`src/rtl/temporal_avg_pool_if.sv`:
```
// Sample stream into the temporal average pool and pooled stream out of it.
// The master drives samples; the slave (the pooling stage) drives pooled results.
interface temporal_avg_pool_if #(
  parameter int DATA_WIDTH = 16
);
  logic signed [DATA_WIDTH-1:0] x_in;
  logic                         x_valid;
  logic                         sync_clr;
  logic signed [DATA_WIDTH-1:0] p_out;
  logic                         p_valid;
  logic                         p_last;
  logic                         frame_done;

  modport master (
    output x_in, x_valid, sync_clr,
    input  p_out, p_valid, p_last, frame_done
  );

  modport slave (
    input  x_in, x_valid, sync_clr,
    output p_out, p_valid, p_last, frame_done
  );
endinterface

```
`src/rtl/temporal_avg_pool.sv`:
```
// Non-overlapping temporal average pooling over POOL_SIZE samples, framed by
// FRAME_LEN input samples; the incomplete tail window of each frame is dropped.
module temporal_avg_pool #(
  parameter int DATA_WIDTH = 16,
  parameter int POOL_SIZE  = 8,
  parameter int FRAME_LEN  = 64
) (
  input  logic          clk,
  input  logic          rst_n,
  temporal_avg_pool_if.slave pif
);
  localparam int SHIFT     = $clog2(POOL_SIZE);
  localparam int NUM_WIN   = FRAME_LEN / POOL_SIZE;
  localparam int ACC_WIDTH = DATA_WIDTH + SHIFT;
  localparam int IDX_W     = $clog2(NUM_WIN + 1);
  localparam int SAMP_W    = $clog2(FRAME_LEN);

  localparam logic [SHIFT-1:0]  WIN_LAST  = SHIFT'(POOL_SIZE - 1);
  localparam logic [IDX_W-1:0]  IDX_TAIL  = IDX_W'(NUM_WIN);
  localparam logic [IDX_W-1:0]  IDX_LAST  = IDX_W'(NUM_WIN - 1);
  localparam logic [SAMP_W-1:0] SAMP_LAST = SAMP_W'(FRAME_LEN - 1);

  logic signed [ACC_WIDTH-1:0]  acc;
  logic signed [ACC_WIDTH-1:0]  x_ext_p0;
  logic signed [ACC_WIDTH-1:0]  sum_p0;
  logic [SHIFT-1:0]             win_cnt;
  logic [IDX_W-1:0]             win_idx;
  logic [SAMP_W-1:0]            samp_cnt;
  logic                         in_pool_p0;
  logic                         win_close_p0;

  logic signed [DATA_WIDTH-1:0] out_p1;
  logic                         vld_p1;
  logic                         last_p1;
  logic                         done_p1;

  // Floor average: arithmetic shift rounds toward -inf; the sum of POOL_SIZE
  // in-range samples always fits ACC_WIDTH, so the quotient fits DATA_WIDTH.
  function automatic logic signed [DATA_WIDTH-1:0] avg_floor(
    input logic signed [ACC_WIDTH-1:0] s
  );
    return DATA_WIDTH'(s >>> SHIFT);
  endfunction

  // Stage p0: combinational sum of the running window and the incoming sample
  assign x_ext_p0     = {{SHIFT{pif.x_in[DATA_WIDTH-1]}}, pif.x_in};
  assign sum_p0       = acc + x_ext_p0;
  assign in_pool_p0   = (win_idx < IDX_TAIL);
  assign win_close_p0 = in_pool_p0 && (win_cnt == WIN_LAST);

  // Stage p1: registered counters, accumulator and output pulses
  always_ff @(posedge clk or negedge rst_n) begin
    if (!rst_n) begin
      acc      <= '0;
      win_cnt  <= '0;
      win_idx  <= '0;
      samp_cnt <= '0;
      out_p1   <= '0;
      vld_p1   <= 1'b0;
      last_p1  <= 1'b0;
      done_p1  <= 1'b0;
    end else if (pif.sync_clr) begin
      acc      <= '0;
      win_cnt  <= '0;
      win_idx  <= '0;
      samp_cnt <= '0;
      vld_p1   <= 1'b0;
      last_p1  <= 1'b0;
      done_p1  <= 1'b0;
    end else begin
      vld_p1  <= 1'b0;
      last_p1 <= 1'b0;
      done_p1 <= 1'b0;
      if (pif.x_valid) begin
        if (in_pool_p0) begin
          acc <= (win_cnt == '0) ? x_ext_p0 : sum_p0;
          if (win_close_p0) begin
            out_p1  <= avg_floor(sum_p0);
            vld_p1  <= 1'b1;
            last_p1 <= (win_idx == IDX_LAST);
            win_cnt <= '0;
            win_idx <= win_idx + 1'b1;
          end else begin
            win_cnt <= win_cnt + 1'b1;
          end
        end
        // Frame wrap takes priority over the window bookkeeping above.
        if (samp_cnt == SAMP_LAST) begin
          samp_cnt <= '0;
          win_cnt  <= '0;
          win_idx  <= '0;
          done_p1  <= 1'b1;
        end else begin
          samp_cnt <= samp_cnt + 1'b1;
        end
      end
    end
  end

  assign pif.p_out      = out_p1;
  assign pif.p_valid    = vld_p1;
  assign pif.p_last     = last_p1;
  assign pif.frame_done = done_p1;

endmodule
```
`src/flat_wrapper.sv`:
```
// flat-port wrapper written by rule: the top's interface ports become plain ports
module temporal_avg_pool_flat 
#(
  parameter int DATA_WIDTH = 16,
  parameter int POOL_SIZE  = 8,
  parameter int FRAME_LEN  = 64
)
  (clk, rst_n, pif_x_in, pif_x_valid, pif_sync_clr, pif_p_out, pif_p_valid, pif_p_last, pif_frame_done);
  temporal_avg_pool_if #(.DATA_WIDTH(DATA_WIDTH)) pif_i ();
  input  logic clk;
  input  logic rst_n;
  input wire logic [$bits(pif_i.x_in)-1:0] pif_x_in;
  input wire logic [$bits(pif_i.x_valid)-1:0] pif_x_valid;
  input wire logic [$bits(pif_i.sync_clr)-1:0] pif_sync_clr;
  output wire logic [$bits(pif_i.p_out)-1:0] pif_p_out;
  output wire logic [$bits(pif_i.p_valid)-1:0] pif_p_valid;
  output wire logic [$bits(pif_i.p_last)-1:0] pif_p_last;
  output wire logic [$bits(pif_i.frame_done)-1:0] pif_frame_done;
  assign pif_i.x_in = pif_x_in;
  assign pif_i.x_valid = pif_x_valid;
  assign pif_i.sync_clr = pif_sync_clr;
  assign pif_p_out = pif_i.p_out;
  assign pif_p_valid = pif_i.p_valid;
  assign pif_p_last = pif_i.p_last;
  assign pif_frame_done = pif_i.frame_done;
  temporal_avg_pool #(.DATA_WIDTH(DATA_WIDTH), .POOL_SIZE(POOL_SIZE), .FRAME_LEN(FRAME_LEN)) u_core (.clk(clk), .rst_n(rst_n), .pif(pif_i));
endmodule
```
`config.mk`:
```
export PLATFORM = sky130hd
export DESIGN_NAME = temporal_avg_pool_flat
export DESIGN_NICKNAME = d
export VERILOG_FILES = /design/src/rtl/temporal_avg_pool_if.sv /design/src/rtl/temporal_avg_pool.sv /design/src/flat_wrapper.sv
export SDC_FILE = /design/constraint.sdc
export NUM_CORES = 1
export LEC_CHECK = 0
export BUFFER_PORTS_ARGS = -buffer_cell sky130_fd_sc_hd__buf_4
export CORE_MARGIN = 4
export CORE_UTILIZATION = 59
export DETAILED_ROUTE_END_ITERATION = 6
export GPL_TIMING_DRIVEN = 0
export PLACE_DENSITY = 0.85
export REMOVE_ABC_BUFFERS = 1
export SKIP_CTS_REPAIR_TIMING = 1
export SLEW_MARGIN = 20
export SYNTH_ARGS = -nofsm -noshare
export SYNTH_HDL_FRONTEND = slang
export SYNTH_SLANG_ARGS = --single-unit
```
`constraint.sdc`:
```
create_clock -name clk -period 3.06 [get_ports clk]
set_input_delay 0.459 -clock clk [delete_from_list [all_inputs] [get_ports clk]]
set_output_delay 0.459 -clock clk [all_outputs]
set_load 0.005 [all_outputs]
```
==> flow_summary.ini, run 1 <==
[floorplanning]
io_pins = 39
core_um2 = 5240
die_h_um = 82.4
die_w_um = 82.4
dieArea_um2 = 6790
num_rows = 26
start_util = 0.624

[job]
cap_violations = 0

[sta]
fin_tns_setup_ns = 0
clock_skew_ns = 0.00943
rsz0062_at_grt = no
period_minus_slack_ns = 2.57
drv_slew = 0
tightest_slew_ns = 0.669
post-route-period-util = 0.841
setup_viol = 0
relSlewSlack = 0.553
hold_viol_final = 0
max_freq_mhz = 388

[place]
dpl-instance-area_um2 = 3600
routabilityCongestion = 0.895
port_buffers = 38
dpl.hpwl_mm = 5.21

[power_and_ir_drop]
power_frac_comb = 0.359
switchingPower_uw = 675
power_density_nw_per_um2 = 516
pwr-share-clk = 0.232
pwr-share-seq = 0.409
vdd_drop_max_mv = 0.269
sw_frac_of_total = 0.353
p_leak_uw = 0.00177
p_int_uw = 1240

[synthesis]
synth-edff-count = 0
ys_seq_elements = 51
ys_async_sr_fraction = 1.00
syn_area_um2 = 3270
syn_inst = 359
ys_warn_count = 0
ys_types = 53
yosysSeqAreaShare = 0.391
syn_avg_cell_area_um2 = 9.10
ys.flop_type = dfrtp_1

[setup_path]
required_ns = 3.25
r2r-start = u_core.acc[0]
path_class = reg2reg
cp_max_fo = 5
crit_path_end = u_core.pif.p_out[15]
crit_family = simple AND/OR/NAND/NOR gates
crit_chain = ha_1, inv_1, fa_1, nand2b_1, a2111oi_2, nor2_1, o21ai_2, a21oi_1, nand3_2, or3b_1
crit_start = u_core.acc[0]
cpMaxStageDelayCell = fa_1
slowest_delay_ns = 0.38
r2r_slack_ns = 0.49
crit_buf_inv = 1
reg2reg_to = u_core.pif.p_out[15]
r2r.worst_path.cells = 10
cp-end-kind = flip-flop
critPathLaunchType = flip-flop
cp.depth = 10
cp_data_arrival_time_ns = 2.77

[clock_tree]
clockBufferDepth = 2
htreeDepth = 2
cts_tree = done
cts_root_buf = clkbuf_8
clock-sinks = 51
cts_buffers = 5
clkTransAtPathRegs_ns = 0.10
clock_latency_ns = 0.31

[final_layout]
drive_gt1_frac = 0.173
nNetsFinal = 436
n_antenna_cell = 0
final_cell_area_um2 = 3700
synthToLayoutAreaGrowth_pct = 13.4

[grt]
grt_max_degree = 52
antenna_found_initial = 0
grt_pass1_wl_mm = 12.3
grt_pass1_vias = 2772
overflow = 0
grt_usage = 0.233

[drt]
vias = 2811
drt_iter0_markers = 176
firstDrtPassIters = 4
drtAntennaViolNets = 0
drcViolationCount = 0
finalWirelength_mm = 7.27
via_per_inst = 6.07
wire_per_inst_um = 15.7

[outcome]
status = completed

[hold_path]
hp-class = in2async
[metal layers]
| layer | share of wire | global-route usage | routed length [µm] | vias to the layer above |
|---|---|---|---|---|
| li1 | - | - | - | 1369 |
| met1 | 0.45 | 0.293 | 3240 | 1340 |
| met2 | 0.48 | 0.392 | 3490 | 81 |
| met3 | 0.055 | 0.0466 | 401 | 21 |
| met4 | 0.019 | 0.0930 | 136 | 0 |
| met5 | 0 | 0 | 0 | - |
[final cells by class]
cell class / count / area [µm²]
inverter: 13 / 48.8
sequential: 51 / 1280
tap: 70 / 87.6
multi-input combinational: 281 / 1880
fill: 414 / 1530
timing repair buffer: 40 / 312
clock inverter: 1 / 7.51
clock buffer: 7 / 96.3
[cells by family (layout without fill, tap and decap cells)]
group                    Yosys count  count (layout)  share of synthesized area
AO/OA/AOI/OAI                    112             112                      0.228
AND/OR/NAND/NOR                  122             122                      0.180
XOR/XNOR                          14              14                     0.0375
flip-flops                        51              51                      0.391
adder cells (fa/ha/maj)           24              24                     0.0943
buffers and inverters             27              61                     0.0379
multiplexers                       9               9                     0.0314
[cells in the final DEF, fill, tap and decap left out, types with 3 or more instances in the layout]
cell type / n
buf_4: 38
mux2i_1: 5
clkbuf_8: 7
a21oi_1: 23
a211oi_1: 4
xnor2_1: 4
a21o_1: 3
inv_1: 13
xor2_1: 10
o31ai_1: 4
ha_1: 23
a31oi_1: 4
a32oi_1: 8
o21ai_0: 33
a21oi_2: 3
nand2b_1: 8
nor2_1: 26
nand3_1: 6
nand2_1: 43
dfrtp_1: 51
a22o_1: 3
nor3_1: 9
o21ai_1: 6
and3_1: 9
nand4_1: 4
[power by group through the flow]
stage | clock network, µW | registers [µW] | logic (µW)
after CTS | 449 | 781 | 681
final | 444 | 782 | 686
after floorplan | 0 | 786 | 486
after detailed placement | 0 | 795 | 676
after global placement | 0 | 789 | 644
after global routing | 475 | 790 | 766
[per-stage QoR]
stage / setup slack (ns) / instances / utilization / hold WS, ns / power [µW]
final: 0.485 / 463 / 0.707 / 0.151 / 1910
after global routing: 0.323 / 463 / 0.707 / 0.219 / 2030
after CTS: 0.127 / 463 / 0.706 / 0.190 / 1910
after detailed placement: 0.168 / 455 / 0.687 / 0.471 / 1470
after global placement: 0.164 / 453 / 0.680 / 0.462 / 1430
after floorplan: 0.645 / 345 / - / 0.163 / 1270
[cells in the mapped netlist (3+ instances only)]
| cell type | number | area [µm²] |
|---|---|---|
| nand4_1 | 4 | 25.0 |
| and3_1 | 9 | 56.3 |
| mux2i_1 | 5 | 50.1 |
| ha_1 | 23 | 288 |
| nand3_1 | 6 | 30.0 |
| a21oi_1 | 24 | 120 |
| o31ai_1 | 4 | 30.0 |
| nor3_1 | 9 | 45.0 |
| dfrtp_1 | 51 | 1280 |
| clkbuf_1 | 10 | 37.5 |
| buf_6 | 3 | 33.8 |
| nor2b_1 | 3 | 18.8 |
| a31oi_1 | 4 | 25.0 |
| xnor2_1 | 4 | 35.0 |
| nor2_1 | 27 | 101 |
| nand2b_1 | 9 | 56.3 |
| xor2_1 | 10 | 87.6 |
| a22o_1 | 3 | 26.3 |
| o21ai_1 | 6 | 30.0 |
| a21o_1 | 3 | 22.5 |
| nand2_1 | 43 | 161 |
| a211oi_1 | 4 | 30.0 |
| a32oi_1 | 8 | 70.1 |
| o21ai_0 | 33 | 165 |
| inv_1 | 13 | 48.8 |
[sequential cells by signal, summed over array words and instances (netlist names)]
register and cells:
u_core.pif.p_valid 1, u_core.win_cnt 3, u_core.win_idx 4, u_core.pif.p_out 16, u_core.samp_cnt 6, u_core.pif.frame_done 1
u_core.acc 19, u_core.pif.p_last 1
[worst min-delay path by stage]
| stage | from | endpoint | slack (ns) | depth (start not counted) |
|---|---|---|---|---|
| floorplan | rst_n | u_core.acc[0] | 0.16 | 0 |
| global placement | u_core.pif.p_out[5] | u_core.pif.p_out[5] | 0.46 | 2 |
| detailed placement | u_core.pif.p_out[5] | u_core.pif.p_out[5] | 0.47 | 2 |
| CTS | rst_n | u_core.pif.p_out[3] | 0.19 | 1 |
| global route | rst_n | u_core.pif.p_out[3] | 0.22 | 1 |
| finish | rst_n | u_core.pif.p_out[3] | 0.15 | 1 |
Power figures use the tool's default switching activity.
==> run 2: changes to the inputs <==
ABC_AREA = 1   (was default)
clock period = 2.59 ns   (was 3.06 ns; I/O delays follow)
==> run 2 against run 1 <==
Wire length is 7.8% higher; largest cell class unchanged; cell area is 1.8% higher; non-clock buffer count is 2 lower; critical endpoint is now u_core.acc[17]; largest power group unchanged; first-iteration DRC count is 13% higher; clock-buffer cell count is 2 lower.
==> flow_summary.ini, run 2 <==
[drt]
drt_iter0_markers = 199
wire_per_inst_um = 13.8
vias = 3107
via_per_inst = 5.48
drtAntennaViolNets = 0
finalWirelength_mm = 7.83
drcViolationCount = 0
firstDrtPassIters = 5

[hold_path]
hp-class = in2async

[power_and_ir_drop]
p_leak_uw = 0.00204
vdd_drop_max_mv = 0.380
power_density_nw_per_um2 = 625

[setup_path]
cp_data_arrival_time_ns = 2.41
crit_chain = inv_1, ha_1, nand2_1, inv_1, nand2_1, nand2_1, nand2_1, nand2_1
cpMaxStageDelayCell = nand2_1
cp_max_fo = 24
critPathLaunchType = flip-flop
cp-end-kind = flip-flop
path_class = reg2reg
required_ns = 2.80
cp_common_cell = nand2_1
slowest_delay_ns = 0.59

[final_layout]
drive_gt1_frac = 0.135
nNetsFinal = 539
largest_reg_flops = 19
num-fill-cells = 462
synthToLayoutAreaGrowth_pct = 13.5
regMostFlops = u_core.acc
final_cell_mix = nand2_1, dfrtp_1, inv_1, nor2_1, buf_4
n_antenna_cell = 0
final_core_util = 0.689
final_cell_area_um2 = 3770
layout_commonest_cell = nand2_1

[sta]
clock_skew_ns = 0.00442
setup_viol = 0
post-route-period-util = 0.851
relSlewSlack = 0.238
fin_ws_ns = 0.386
period_minus_slack_ns = 2.20
drv_slew = 0
fin_tns_setup_ns = 0
hold_viol_final = 0
rsz0062_at_grt = no
tightest_slew_ns = 1.14
max_freq_mhz = 454

[place]
port_buffers = 38
dpl-instance-area_um2 = 3660
dp_slack_ns = 0.129
dpl.hpwl_mm = 5.76
routabilityCongestion = 0.899

[clock_tree]
cts_buffers = 5
cts_root_buf = clkbuf_8
cts_tree = done
clockBufferDepth = 2
clkTransAtPathRegs_ns = 0.10
clock_latency_ns = 0.31
clock-sinks = 51
htreeDepth = 2

[synthesis]
synth-edff-count = 0
synth.area.top_cells = dfrtp_1, nand2_1, ha_1
muxShareOfSynthArea = 0
ys_seq_elements = 51
synth_top_family_by_area = simple AND/OR/NAND/NOR gates
synth.most_common_cell = nand2_1
ys_async_sr_fraction = 1.00
ys_types = 33
yosysSeqAreaShare = 0.384
syn_area_um2 = 3320
synth-simple-area-share = 0.317
synth_top_cell_area_share = 0.384
syn_avg_cell_area_um2 = 7.25
synth_compound_area_frac = 0.115
ys.flop_type = dfrtp_1
syn_inst = 458
synthAdderAreaFrac = 0.0927
synth_commonest_cells = nand2_1, dfrtp_1, inv_1, nor2_1, nand3_1
synth-xor-area-share = 0.0237
synth_top_area_cell = dfrtp_1
ys_warn_count = 0

[floorplanning]
num_rows = 27
io_pins = 39
dieArea_um2 = 6890
core_um2 = 5470
die_h_um = 83.0
die_w_um = 83.0
start_util = 0.607

[grt]
grt_pass1_vias = 3139
grt_pass1_wl_mm = 13.9
grt_max_degree = 52
grt_usage = 0.241
antenna_found_initial = 0
overflow = 0

[job]
cap_violations = 0

[outcome]
status = completed
## run 2: worst paths after layout
check / from / to / slack (ns) / cells after the start
max: u_core.win_cnt[0] / u_core.acc[17] / 0.39 / 8
min: rst_n / u_core.acc[13] / 0.09 / 1
max reg2reg: u_core.win_cnt[0] / u_core.acc[17] / 0.39 / 8
min reg2reg: u_core.pif.p_out[2] / u_core.pif.p_out[2] / 0.49 / 2
max in group asynchronous: rst_n / u_core.pif.p_out[9] / 2.04 / 1
min in group clk: pif_x_in[0] / u_core.acc[0] / 0.40 / 3
## run 2: layer usage
layer,wire length [µm],part of all wire,vias to the layer above,track usage
li1,-,-,1559,-
met1,3480,0.44,1468,0.308
met2,3890,0.50,68,0.415
met3,349,0.045,12,0.0357
met4,111,0.014,0,0.0847
met5,0,0,-,0
## run 2: power by group
part / total (µW) / leakage (µW) / internal, µW / switching [µW]
Combinational: 828 / 0.00131 / 312 / 516
Clock: 561 / 0.0000502 / 283 / 278
Sequential: 966 / 0.000681 / 898 / 67.2
## run 2: cell families (layout without fill, tap and decap cells)
family / Yosys count / count (layout)
and+or+nand+nor: 248 / 248
AOI/OAI and AO/OA: 68 / 68
buffers and inverters: 58 / 95
DFF: 51 / 51
adders and majority gates: 24 / 24
xor gates and xnor gates: 9 / 9
## run 2: per-stage QoR
step	instances	hold WS [ns]	power (µW)
2_1_floorplan	450	0.0929	1540
3_3_place_gp	560	0.453	1760
3_5_place_dp	560	0.462	1800
4_1_cts	567	0.129	2350
5_1_grt	567	0.151	2530
6_report	567	0.0875	2350
## run 2: worst max-delay path: cells and delay by family, from the launching register on
kind                     cells  cell delay (ns)
adder cells (fa/ha/maj)      1             0.19
buffers and inverters        2             0.51
flip-flops                   1             0.37
AND/OR/NAND/NOR              5             1.03
## run 2: final cells by class
cell class	count	area, µm²	share of cell area
multi-input combinational	349	1820	0.484
clock inverter	2	37.5	0.00996
inverter	50	188	0.0498
clock buffer	5	68.8	0.0183
sequential	51	1280	0.339
tap	72	90.1	0.0239
timing repair buffer	38	285	0.0757
==> run 3: changes to the inputs <==
ABC_AREA = default   (was 1)
==> run 3 against run 2 <==
Sequential power down 4.2%; clock-buffer cell count increased by 2; maximum frequency decreased by 11%; core utilization is 2.8 points higher; cell area is 0.37% lower.
==> flow_summary.ini, run 3 (synthesis results as in run 1) <==
[final_layout]
multiInputGateArea_um2 = 1910
n_antenna_cell = 0
layout_commonest_cell = dfrtp_1
final_cell_mix = dfrtp_1, nand2_1, buf_4
regArea_um2 = 1280
drive_gt1_frac = 0.184
layoutNonFillerInstCount = 466
nNetsFinal = 439
regMostFlops = u_core.acc
num-fill-cells = 405
synthToLayoutAreaGrowth_pct = 15.0
largest_reg_flops = 19
final_core_util = 0.717

[floorplanning]
io_pins = 39
dieArea_um2 = 6790
die_w_um = 82.4
start_util = 0.624
die_h_um = 82.4
core_um2 = 5240
num_rows = 26

[drt]
drcViolationCount = 0
firstDrtPassIters = 4
finalWirelength_mm = 7.48
drtAntennaViolNets = 0
via_per_inst = 6.10
drt_iter0_markers = 193
wire_per_inst_um = 16.0
vias = 2841

[outcome]
status = completed

[setup_path]
crit_chain = ha_1, a21o_1, a21oi_2, o21ai_1, a2111o_1, o22ai_4, mux2_4, o21ai_1
cp-end-kind = flip-flop
r2r_slack_ns = 0.11
crit_buf_inv = 0
reg2reg_to = u_core.acc[17]
r2r-start = u_core.acc[6]
required_ns = 2.82
cp_max_fo = 7
crit_start = u_core.acc[6]
r2r.worst_path.cells = 8
crit_family = compound AO/OA/AOI/OAI gates
cp_common_cell = o21ai_1
critPathLaunchType = flip-flop
cpMaxStageDelayCell = a2111o_1
path_class = reg2reg
slowest_delay_ns = 0.43
cp_data_arrival_time_ns = 2.71

[sta]
rsz0062_at_grt = no
post-route-period-util = 0.956
tightest_slew_ns = 0.682
clock_skew_ns = 0.00702
max_freq_mhz = 404
drv_slew = 0
hold_viol_final = 0
setup_viol = 0
fin_tns_setup_ns = 0
period_minus_slack_ns = 2.48
relSlewSlack = 0.545

[power_and_ir_drop]
vdd_drop_max_mv = 0.315
power_density_nw_per_um2 = 610
p_leak_uw = 0.00180

[place]
routabilityCongestion = 0.895
numPlacedInstances = 455
dpl.hpwl_mm = 5.21
port_buffers = 38

[clock_tree]
cts_tree = done
clock-sinks = 51
clockBufferDepth = 2
clock_latency_ns = 0.31
cts_buffers = 5
clkTransAtPathRegs_ns = 0.10
htreeDepth = 2
cts_root_buf = clkbuf_8

[grt]
grt_pass1_wl_mm = 12.3
antenna_found_initial = 0
overflow = 0
grt_pass1_vias = 2772
grt_max_degree = 52
grt_usage = 0.233

[hold_path]
hp-class = in2async

[job]
cap_violations = 0
[run 3: worst max path at each step]
stage | cells past startpoint | slack [ns] | to
floorplan | 10 | 0.25 | u_core.pif.p_out[15]
global placement | 8 | -0.31 | u_core.pif.p_out[15]
detailed placement | 8 | -0.30 | u_core.pif.p_out[15]
CTS | 8 | -0.34 | u_core.pif.p_out[15]
global route | 8 | 0.01 | u_core.acc[17]
finish | 8 | 0.11 | u_core.acc[17]
[run 3: cell type report]
type,count,area share
Clock buffer,7,0.0256
Clock inverter,1,0.00200
Inverter,13,0.0130
Multi-Input combinational cell,281,0.507
Sequential cell,51,0.340
Tap cell,70,0.0233
Timing Repair Buffer,43,0.0889
[run 3: metrics by stage]
stage | area, µm² | hold WS, ns | total power [µW] | worst slack, ns
2_1_floorplan | 3190 | 0.0929 | 1500 | 0.245
3_3_place_gp | 3560 | 0.457 | 1690 | -0.306
3_5_place_dp | 3600 | 0.463 | 1740 | -0.302
4_1_cts | 3700 | 0.119 | 2260 | -0.343
5_1_grt | 3760 | 0.149 | 2430 | 0.0121
6_report | 3760 | 0.0775 | 2290 | 0.114
[run 3: where the power goes]
part           internal [µW]  switching (µW)  total, µW
Combinational            361             481        842
Clock                    244             280        523
Sequential               873            51.5        925
Total                   1480             812       2290
[run 3: metal layers]
layer / vias to the layer above / routed length, µm / GRT usage
met1: 1348 / 3250 / 0.293
li1: 1379 / - / -
met2: 99 / 3630 / 0.392
met5: - / 0 / 0
met3: 15 / 482 / 0.0466
met4: 0 / 116 / 0.0930
